===== config.mk =====
export PLATFORM = sky130hd
export DESIGN_NAME = fp_alu_responder
export DESIGN_NICKNAME = d
export VERILOG_FILES = /design/src/rtl/fp_alu_responder.sv
export SDC_FILE = /design/constraint.sdc
export NUM_CORES = 2
export LEC_CHECK = 0
export BUFFER_PORTS_ARGS = -buffer_cell sky130_fd_sc_hd__buf_2
export CORE_MARGIN = 8
export CORE_UTILIZATION = 30
export CTS_CLUSTER_SIZE = 8
export DETAILED_ROUTE_END_ITERATION = 16
export GPL_TIMING_DRIVEN = 0
export MAX_ROUTING_LAYER = met4
export PLACE_DENSITY = 0.41
export SYNTH_ARGS = -nofsm -noshare
export SYNTH_HDL_FRONTEND = slang
export SYNTH_SLANG_ARGS = --single-unit

===== constraint.sdc =====
create_clock -name clk -period 20.3 [get_ports clk]
set_input_delay 2.03 -clock clk [delete_from_list [all_inputs] [get_ports clk]]
set_output_delay 2.03 -clock clk [all_outputs]
set_load 0.01 [all_outputs]

===== src/rtl/fp_alu_responder.sv =====
// fp_alu_responder: request/response wrapper around a single-precision
// floating-point add/multiply ALU.
//  - stage 1 holds one accepted request and drives the ALU directly
//  - the ALU result is written into a DEPTH-entry response FIFO one edge later
//  - req_ready is credit based: (fifo_count + stage1_valid) < DEPTH
// Build option: define FP_ALU_RSP_FLAGS_EN to compute {nan, inf, zero, sign}
// at FIFO write and store them per entry; otherwise rsp_flags is 4'b0000.
//
// fp_alu: combinational IEEE-754 single add/multiply.
//  - round to nearest even; denormal inputs and results flush to signed zero
//  - any NaN result is the canonical quiet NaN 0x7FC00000
//  - o_carry flags significand overflow in the general path (sum or product
//    reached 2.0 and needed a one-bit right normalisation)

module fp_alu (
   input  logic [31:0] i_a,
   input  logic [31:0] i_b,
   input  logic        i_sel,
   output logic [31:0] o_result,
   output logic        o_carry
);

   localparam logic [31:0] QNAN = 32'h7FC0_0000;

   logic        w_sa, w_sb;
   logic [7:0]  w_ea, w_eb;
   logic [22:0] w_fa, w_fb;
   logic [23:0] w_ma, w_mb;
   logic        w_a_nan, w_b_nan, w_a_inf, w_b_inf, w_a_zero, w_b_zero;

   assign w_sa     = i_a[31];
   assign w_sb     = i_b[31];
   assign w_ea     = i_a[30:23];
   assign w_eb     = i_b[30:23];
   assign w_fa     = i_a[22:0];
   assign w_fb     = i_b[22:0];
   assign w_ma     = {1'b1, w_fa};
   assign w_mb     = {1'b1, w_fb};
   assign w_a_nan  = (w_ea == 8'hFF) && (w_fa != 23'd0);
   assign w_b_nan  = (w_eb == 8'hFF) && (w_fb != 23'd0);
   assign w_a_inf  = (w_ea == 8'hFF) && (w_fa == 23'd0);
   assign w_b_inf  = (w_eb == 8'hFF) && (w_fb == 23'd0);
   assign w_a_zero = (w_ea == 8'h00);
   assign w_b_zero = (w_eb == 8'h00);

   function automatic logic [4:0] lzc27(input logic [26:0] v);
      logic [4:0] n;
      n = 5'd27;
      for (int i = 0; i <= 26; i++) begin
         if (v[i]) n = 5'(26 - i);
      end
      return n;
   endfunction

   // add path: align smaller magnitude, add or subtract, normalise
   logic        w_swap, w_big_s, w_sml_s, w_eff_sub;
   logic [7:0]  w_big_e, w_sml_e, w_diff_e;
   logic [23:0] w_big_m, w_sml_m;
   logic [26:0] w_big_x, w_sml_x, w_sml_sh, w_dif;
   logic [27:0] w_sum;
   logic [4:0]  w_lz;
   logic [26:0] w_add_man;
   logic [9:0]  w_add_exp;
   logic        w_add_carry, w_add_cancel;

   // add-path alignment and normalisation
   always_comb begin
      w_swap       = (i_b[30:0] > i_a[30:0]);
      w_big_s      = w_swap ? w_sb : w_sa;
      w_sml_s      = w_swap ? w_sa : w_sb;
      w_big_e      = w_swap ? w_eb : w_ea;
      w_sml_e      = w_swap ? w_ea : w_eb;
      w_big_m      = w_swap ? w_mb : w_ma;
      w_sml_m      = w_swap ? w_ma : w_mb;
      w_eff_sub    = (w_big_s != w_sml_s);
      w_diff_e     = w_big_e - w_sml_e;
      w_big_x      = {w_big_m, 3'b000};
      w_sml_x      = {w_sml_m, 3'b000};
      w_sml_sh     = 27'd1;
      w_sum        = 28'd0;
      w_dif        = 27'd0;
      w_lz         = 5'd0;
      w_add_man    = 27'd0;
      w_add_exp    = 10'd0;
      w_add_carry  = 1'b0;
      w_add_cancel = 1'b0;
      if (w_diff_e < 8'd27) begin
         w_sml_sh    = w_sml_x >> w_diff_e;
         w_sml_sh[0] = w_sml_sh[0] | (|(w_sml_x & ~({27{1'b1}} << w_diff_e)));
      end
      if (!w_eff_sub) begin
         w_sum = {1'b0, w_big_x} + {1'b0, w_sml_sh};
         if (w_sum[27]) begin
            w_add_man   = {w_sum[27:2], w_sum[1] | w_sum[0]};
            w_add_exp   = {2'b00, w_big_e} + 10'd1;
            w_add_carry = 1'b1;
         end else begin
            w_add_man = w_sum[26:0];
            w_add_exp = {2'b00, w_big_e};
         end
      end else begin
         w_dif        = w_big_x - w_sml_sh;
         w_add_cancel = (w_dif == 27'd0);
         w_lz         = lzc27(w_dif);
         w_add_man    = w_dif << w_lz;
         w_add_exp    = {2'b00, w_big_e} - {5'd0, w_lz};
      end
   end

   // multiply path
   logic [47:0] w_prod;
   logic [9:0]  w_mul_exp0, w_mul_exp;
   logic [26:0] w_mul_man;
   logic        w_mul_carry;

   assign w_prod      = w_ma * w_mb;
   assign w_mul_exp0  = ({2'b00, w_ea} + {2'b00, w_eb}) - 10'd127;
   assign w_mul_carry = w_prod[47];
   assign w_mul_exp   = w_mul_exp0 + {9'd0, w_prod[47]};
   assign w_mul_man   = w_prod[47] ? {w_prod[47:22], |w_prod[21:0]}
                                   : {w_prod[46:21], |w_prod[20:0]};

   // shared round-to-nearest-even and pack
   logic        w_sign;
   logic [26:0] w_man;
   logic [9:0]  w_exp, w_fin_e;
   logic        w_rnd_up;
   logic [24:0] w_mant25;
   logic [22:0] w_fin_f;
   logic [31:0] w_general;

   assign w_sign   = i_sel ? (w_sa ^ w_sb) : w_big_s;
   assign w_man    = i_sel ? w_mul_man : w_add_man;
   assign w_exp    = i_sel ? w_mul_exp : w_add_exp;
   assign w_rnd_up = w_man[2] & (w_man[1] | w_man[0] | w_man[3]);
   assign w_mant25 = {1'b0, w_man[26:3]} + {24'd0, w_rnd_up};
   assign w_fin_e  = w_exp + {9'd0, w_mant25[24]};
   assign w_fin_f  = w_mant25[24] ? w_mant25[23:1] : w_mant25[22:0];

   // general-path packing with overflow to infinity and underflow to zero
   always_comb begin
      if (w_fin_e[9] || (w_fin_e == 10'd0))
         w_general = {w_sign, 31'd0};
      else if (w_fin_e >= 10'd255)
         w_general = {w_sign, 8'hFF, 23'd0};
      else
         w_general = {w_sign, w_fin_e[7:0], w_fin_f};
   end

   // special operand handling ahead of the general path
   always_comb begin
      o_result = w_general;
      o_carry  = 1'b0;
      if (i_sel) begin
         if (w_a_nan || w_b_nan || (w_a_inf && w_b_zero) || (w_b_inf && w_a_zero))
            o_result = QNAN;
         else if (w_a_inf || w_b_inf)
            o_result = {w_sa ^ w_sb, 8'hFF, 23'd0};
         else if (w_a_zero || w_b_zero)
            o_result = {w_sa ^ w_sb, 31'd0};
         else
            o_carry = w_mul_carry;
      end else begin
         if (w_a_nan || w_b_nan || (w_a_inf && w_b_inf && (w_sa != w_sb)))
            o_result = QNAN;
         else if (w_a_inf)
            o_result = {w_sa, 8'hFF, 23'd0};
         else if (w_b_inf)
            o_result = {w_sb, 8'hFF, 23'd0};
         else if (w_a_zero && w_b_zero)
            o_result = {w_sa & w_sb, 31'd0};
         else if (w_a_zero)
            o_result = i_b;
         else if (w_b_zero)
            o_result = i_a;
         else if (w_eff_sub && w_add_cancel)
            o_result = 32'd0;
         else
            o_carry = w_add_carry;
      end
   end

endmodule

module fp_alu_responder #(
   parameter int DEPTH = 4,
   parameter int TAG_W = 4
) (
   input  logic             clk,
   input  logic             rst,
   input  logic             req_valid,
   output logic             req_ready,
   input  logic [31:0]      req_a,
   input  logic [31:0]      req_b,
   input  logic             req_sel,
   input  logic [TAG_W-1:0] req_tag,
   output logic             rsp_valid,
   input  logic             rsp_ready,
   output logic [31:0]      rsp_result,
   output logic             rsp_carry,
   output logic [TAG_W-1:0] rsp_tag,
   output logic [3:0]       rsp_flags
);

   localparam int PTR_W = (DEPTH > 1) ? $clog2(DEPTH) : 1;
   localparam int CNT_W = PTR_W + 1;
   localparam logic [CNT_W:0]   DEPTH_L = DEPTH[CNT_W:0];
   localparam logic [PTR_W-1:0] LAST_L  = PTR_W'(DEPTH - 1);

   logic             r_s1_valid;
   logic [31:0]      r_s1_a, r_s1_b;
   logic             r_s1_sel;
   logic [TAG_W-1:0] r_s1_tag;

   logic [CNT_W-1:0] r_count;
   logic [PTR_W-1:0] r_wr_ptr, r_rd_ptr;

   logic [31:0]      r_mem_result [DEPTH];
   logic             r_mem_carry  [DEPTH];
   logic [TAG_W-1:0] r_mem_tag    [DEPTH];

   logic [31:0]      w_alu_result;
   logic             w_alu_carry;
   logic [CNT_W:0]   w_occ;
   logic             w_accept, w_push, w_pop;

   fp_alu u_alu (
      .i_a      (r_s1_a),
      .i_b      (r_s1_b),
      .i_sel    (r_s1_sel),
      .o_result (w_alu_result),
      .o_carry  (w_alu_carry)
   );

   // Stage 1 always drains into the FIFO on the following edge; the credit
   // check on req_ready guarantees there is room for it.
   assign w_occ     = {1'b0, r_count} + {{CNT_W{1'b0}}, r_s1_valid};
   assign req_ready = !rst && (w_occ < DEPTH_L);
   assign w_accept  = req_valid && req_ready;
   assign w_push    = r_s1_valid;
   assign w_pop     = rsp_valid && rsp_ready;

   // stage-1 request capture
   always_ff @(posedge clk or posedge rst) begin
      if (rst) begin
         r_s1_valid <= 1'b0;
         r_s1_a     <= 32'd0;
         r_s1_b     <= 32'd0;
         r_s1_sel   <= 1'b0;
         r_s1_tag   <= '0;
      end else begin
         r_s1_valid <= w_accept;
         if (w_accept) begin
            r_s1_a   <= req_a;
            r_s1_b   <= req_b;
            r_s1_sel <= req_sel;
            r_s1_tag <= req_tag;
         end
      end
   end

   // FIFO pointers and occupancy
   always_ff @(posedge clk or posedge rst) begin
      if (rst) begin
         r_count  <= '0;
         r_wr_ptr <= '0;
         r_rd_ptr <= '0;
      end else begin
         if (w_push)
            r_wr_ptr <= (r_wr_ptr == LAST_L) ? '0 : r_wr_ptr + 1'b1;
         if (w_pop)
            r_rd_ptr <= (r_rd_ptr == LAST_L) ? '0 : r_rd_ptr + 1'b1;
         case ({w_push, w_pop})
            2'b10:   r_count <= r_count + 1'b1;
            2'b01:   r_count <= r_count - 1'b1;
            default: r_count <= r_count;
         endcase
      end
   end

`ifdef FP_ALU_RSP_FLAGS_EN
   logic [3:0] r_mem_flags [DEPTH];
   logic [3:0] w_flags_in;

   assign w_flags_in = {(w_alu_result[30:23] == 8'hFF) && (w_alu_result[22:0] != 23'd0),
                        (w_alu_result[30:23] == 8'hFF) && (w_alu_result[22:0] == 23'd0),
                        (w_alu_result[30:23] == 8'h00) && (w_alu_result[22:0] == 23'd0),
                        w_alu_result[31]};
`endif

   // FIFO storage; contents are only visible through the valid-gated outputs
   always_ff @(posedge clk) begin
      if (w_push) begin
         r_mem_result[r_wr_ptr] <= w_alu_result;
         r_mem_carry[r_wr_ptr]  <= w_alu_carry;
         r_mem_tag[r_wr_ptr]    <= r_s1_tag;
`ifdef FP_ALU_RSP_FLAGS_EN
         r_mem_flags[r_wr_ptr]  <= w_flags_in;
`endif
      end
   end

   assign rsp_valid  = (r_count != '0);
   assign rsp_result = rsp_valid ? r_mem_result[r_rd_ptr] : 32'd0;
   assign rsp_carry  = rsp_valid ? r_mem_carry[r_rd_ptr]  : 1'b0;
   assign rsp_tag    = rsp_valid ? r_mem_tag[r_rd_ptr]    : '0;
`ifdef FP_ALU_RSP_FLAGS_EN
   assign rsp_flags  = rsp_valid ? r_mem_flags[r_rd_ptr]  : 4'b0000;
`else
   assign rsp_flags  = 4'b0000;
`endif

endmodule


==> impl_metrics.json <==
{
  "status": "finished, final reports clean",
  "period_minus_slack_ns": 19.39,
  "ant_nets": 0,
  "final_nets": 5945,
  "setup_viol": 0,
  "grt_usage_pct": 26.0,
  "min_period_over_period_pct": 95.5,
  "synth_area_leaders": "fa_1 24%, edfxtp_1 11%, ha_1 9.2%",
  "async_reset_ff_share_pct": 34.2,
  "maxSlewHeadroom_pct": 3.97,
  "slew_violations": 0,
  "die_x_um": 387,
  "critPathBufInv": 13,
  "fin_cells": 6898,
  "final_core_util_pct": 33.0,
  "drive_gt1_share_pct": 6.88,
  "totalWireLength_mm": 195,
  "rows": 136,
  "yosysTopAreaCell": "fa_1",
  "port_buffers": 111,
  "post_cts_buffers": 0,
  "drt-vias-per-instance": 5.47,
  "syn_area_mm2": 0.0412,
  "postCtsHoldBufs": 0,
  "crit_path_start_kind": "flip-flop",
  "slowest_stage": "clkinv_1",
  "worst-path-max-fanout": 17,
  "crit_path_max_incr_delay_ns": 0.77,
  "cts.path.max_buffers": 3,
  "tightest_slew_ns": 1.44,
  "synth_mux_area_share_pct": 5.17,
  "ys_seq_area_share_pct": 15.5,
  "dr.pass1.iters": 6,
  "htreeDepth": 2,
  "grt_pass1_vias": 38169,
  "placed_area_mm2": 0.0441,
  "wire_per_inst_um": 28.3,
  "start_util_pct": 30.1,
  "yosysWarnings": 0,
  "fill_cells": 14732,
  "die_h_um": 387,
  "cts.clk_slew.worst_paths_ns": 0.06,
  "dp_hpwl_mm": 163,
  "critPathKind": "flip-flop to flip-flop",
  "path_delay_family": "compound AO/OA/AOI/OAI gates",
  "synth_fa_ha_area_share_pct": 32.8,
  "synthTopCellsByCount": "696 x nand2_1, 660 x inv_1, 486 x fa_1",
  "synth-seq-cells": 225,
  "rsz0062_at_grt": "no",
  "arrival_ns": 19.56,
  "syn2layout_area_growth_pct": 9.64,
  "num_vias": 37723,
  "finalHoldViolations": 0,
  "cts_tree": "yes",
  "grt_overflow_total": 0,
  "stdcell_area_mm2": 0.0452,
  "grt_max_degree": 53,
  "hold_path.class": "flip-flop to flip-flop",
  "ys_types": 117,
  "placedCellCount": 6843,
  "antenna_found_initial": 3,
  "synth_xor_area_share_pct": 2.38,
  "dieArea_mm2": 0.149,
  "end_kind": "flip-flop",
  "synth-edff-count": 148,
  "max_freq_mhz": 51.6,
  "insertion_delay_ns": 0.55,
  "syn_inst": 4930,
  "yosysTopAreaCellShare_pct": 23.6,
  "cts-root-buf": "clkbuf_16",
  "drc": 0,
  "drtIter0Drc": 3242,
  "core_mm2": 0.137,
  "cts.repair.resized": 9,
  "synthSimpleGateAreaFrac_pct": 19.0,
  "crit_top_cell": "clkbuf_1",
  "finalClockSkew_ns": 0.0341,
  "maxCapViolCount": 0,
  "gp_congestion": 0.974,
  "cts_buffers": 34,
  "yosysMostFrequentCell": "nand2_1",
  "synth_top_family_by_area": "adder cells",
  "synth-compound-area-share_pct": 16.1,
  "synth_flop_cell": "edfxtp_1",
  "postSynthAreaPerCell_um2": 8.36,
  "grt_pass1_wl_mm": 280,
  "crit_required_ns": 20.47,
  "cts_sinks": 225,
  "io_pins": 116
}
[path summary, 6_finish.rpt]
path                                             start                            to  slack [ns]  depth (start not counted)
worst max-delay path            r_s1_a[14]$_DFFE_PP0P_  r_mem_result[3][6]$_DFFE_PP_        0.91                         62
worst min-delay path            r_count[2]$_DFFE_PP0P_        r_count[2]$_DFFE_PP0P_        0.49                          1
worst max register to register  r_s1_a[14]$_DFFE_PP0P_  r_mem_result[3][6]$_DFFE_PP_        0.91                         62
worst min register to register  r_count[2]$_DFFE_PP0P_        r_count[2]$_DFFE_PP0P_        0.49                          1
max in group asynchronous                          rst         r_s1_b[0]$_DFFE_PP0P_       18.10                          3
min in group asynchronous                          rst        r_s1_b[14]$_DFFE_PP0P_        1.53                          2
[cell families after synthesis]
logic type                 count (synthesis)
AOI/OAI and AO/OA                       1002
xor gates and xnor gates                 112
adders and majority gates                789
buffers and inverters                    975
DFF                                      225
muxes                                    155
other                                      1
and+or+nand+nor                         1671
[final cells by class]
type / count / area, µm² / share of cell area, %
clock inverter: 4 / 70.1 / 0.155
tap: 1794 / 2240 / 4.97
sequential: 225 / 6370 / 14.1
inverter: 674 / 2550 / 5.64
buffer: 300 / 1230 / 2.71
timing repair buffer: 116 / 663 / 1.47
clock buffer: 49 / 907 / 2.01
multi-input combinational: 3733 / 31100 / 68.9
antenna: 3 / 7.51 / 0.0166
[routing by layer]
metal	GRT usage, %	vias up	share of wire (%)
met5	-	-	0
met4	8.91	0	4.4
met3	2.24	299	5.1
met2	42.2	1295	47
met1	34.2	19252	44
li1	-	16877	-
[worst reg2reg max path, delay by kind of cell (launching register included)]
| kind | cells | cell delay (ns) |
|---|---|---|
| buffers and inverters | 13 | 4.88 |
| AND/OR/NAND/NOR | 18 | 4.52 |
| flip-flops | 1 | 0.71 |
| AO/OA/AOI/OAI | 25 | 7.01 |
| XOR/XNOR | 1 | 0.19 |
| adder cells (fa/ha/maj) | 4 | 1.34 |
| multiplexers | 1 | 0.37 |
[metrics by stage]
step	hold WS (ns)	worst slack, ns	setup TNS (ns)
floorplan	0.456	6.26	0
global placement	0.480	-1.04	-67.02
detailed placement	0.483	-0.918	-57.51
CTS	0.493	0.0804	0
global route	0.531	0.135	0
finish	0.490	0.912	0
[cell usage in the layout, fill, tap and decap left out, types with 43 or more instances in the layout]
master      n
nor3_1    120
nand3_1    84
o21ai_0   243
mux4_2     44
xnor2_1    83
a21oi_1   225
o211ai_1   43
fa_1      486
clkbuf_1  244
inv_1     659
ha_1      302
a21o_1     52
buf_2     132
edfxtp_1  148
a211oi_1   49
dfrtp_1    77
nand2_1   696
mux2i_1    87
nor2_1    323
and2_1    218
[registers in the layout, indices dropped and copies added (netlist names)]
register	cells
r_wr_ptr	2
r_s1_b	32
r_mem_tag	16
r_mem_result	128
r_s1_a	32
r_s1_sel	1
r_s1_valid	1
r_s1_tag	4
r_rd_ptr	2
r_mem_carry	4
r_count	3
Power is left out: the tool's default activity adds up to more than one toggle a clock period on the data nets, which glitch-free logic cannot reach.
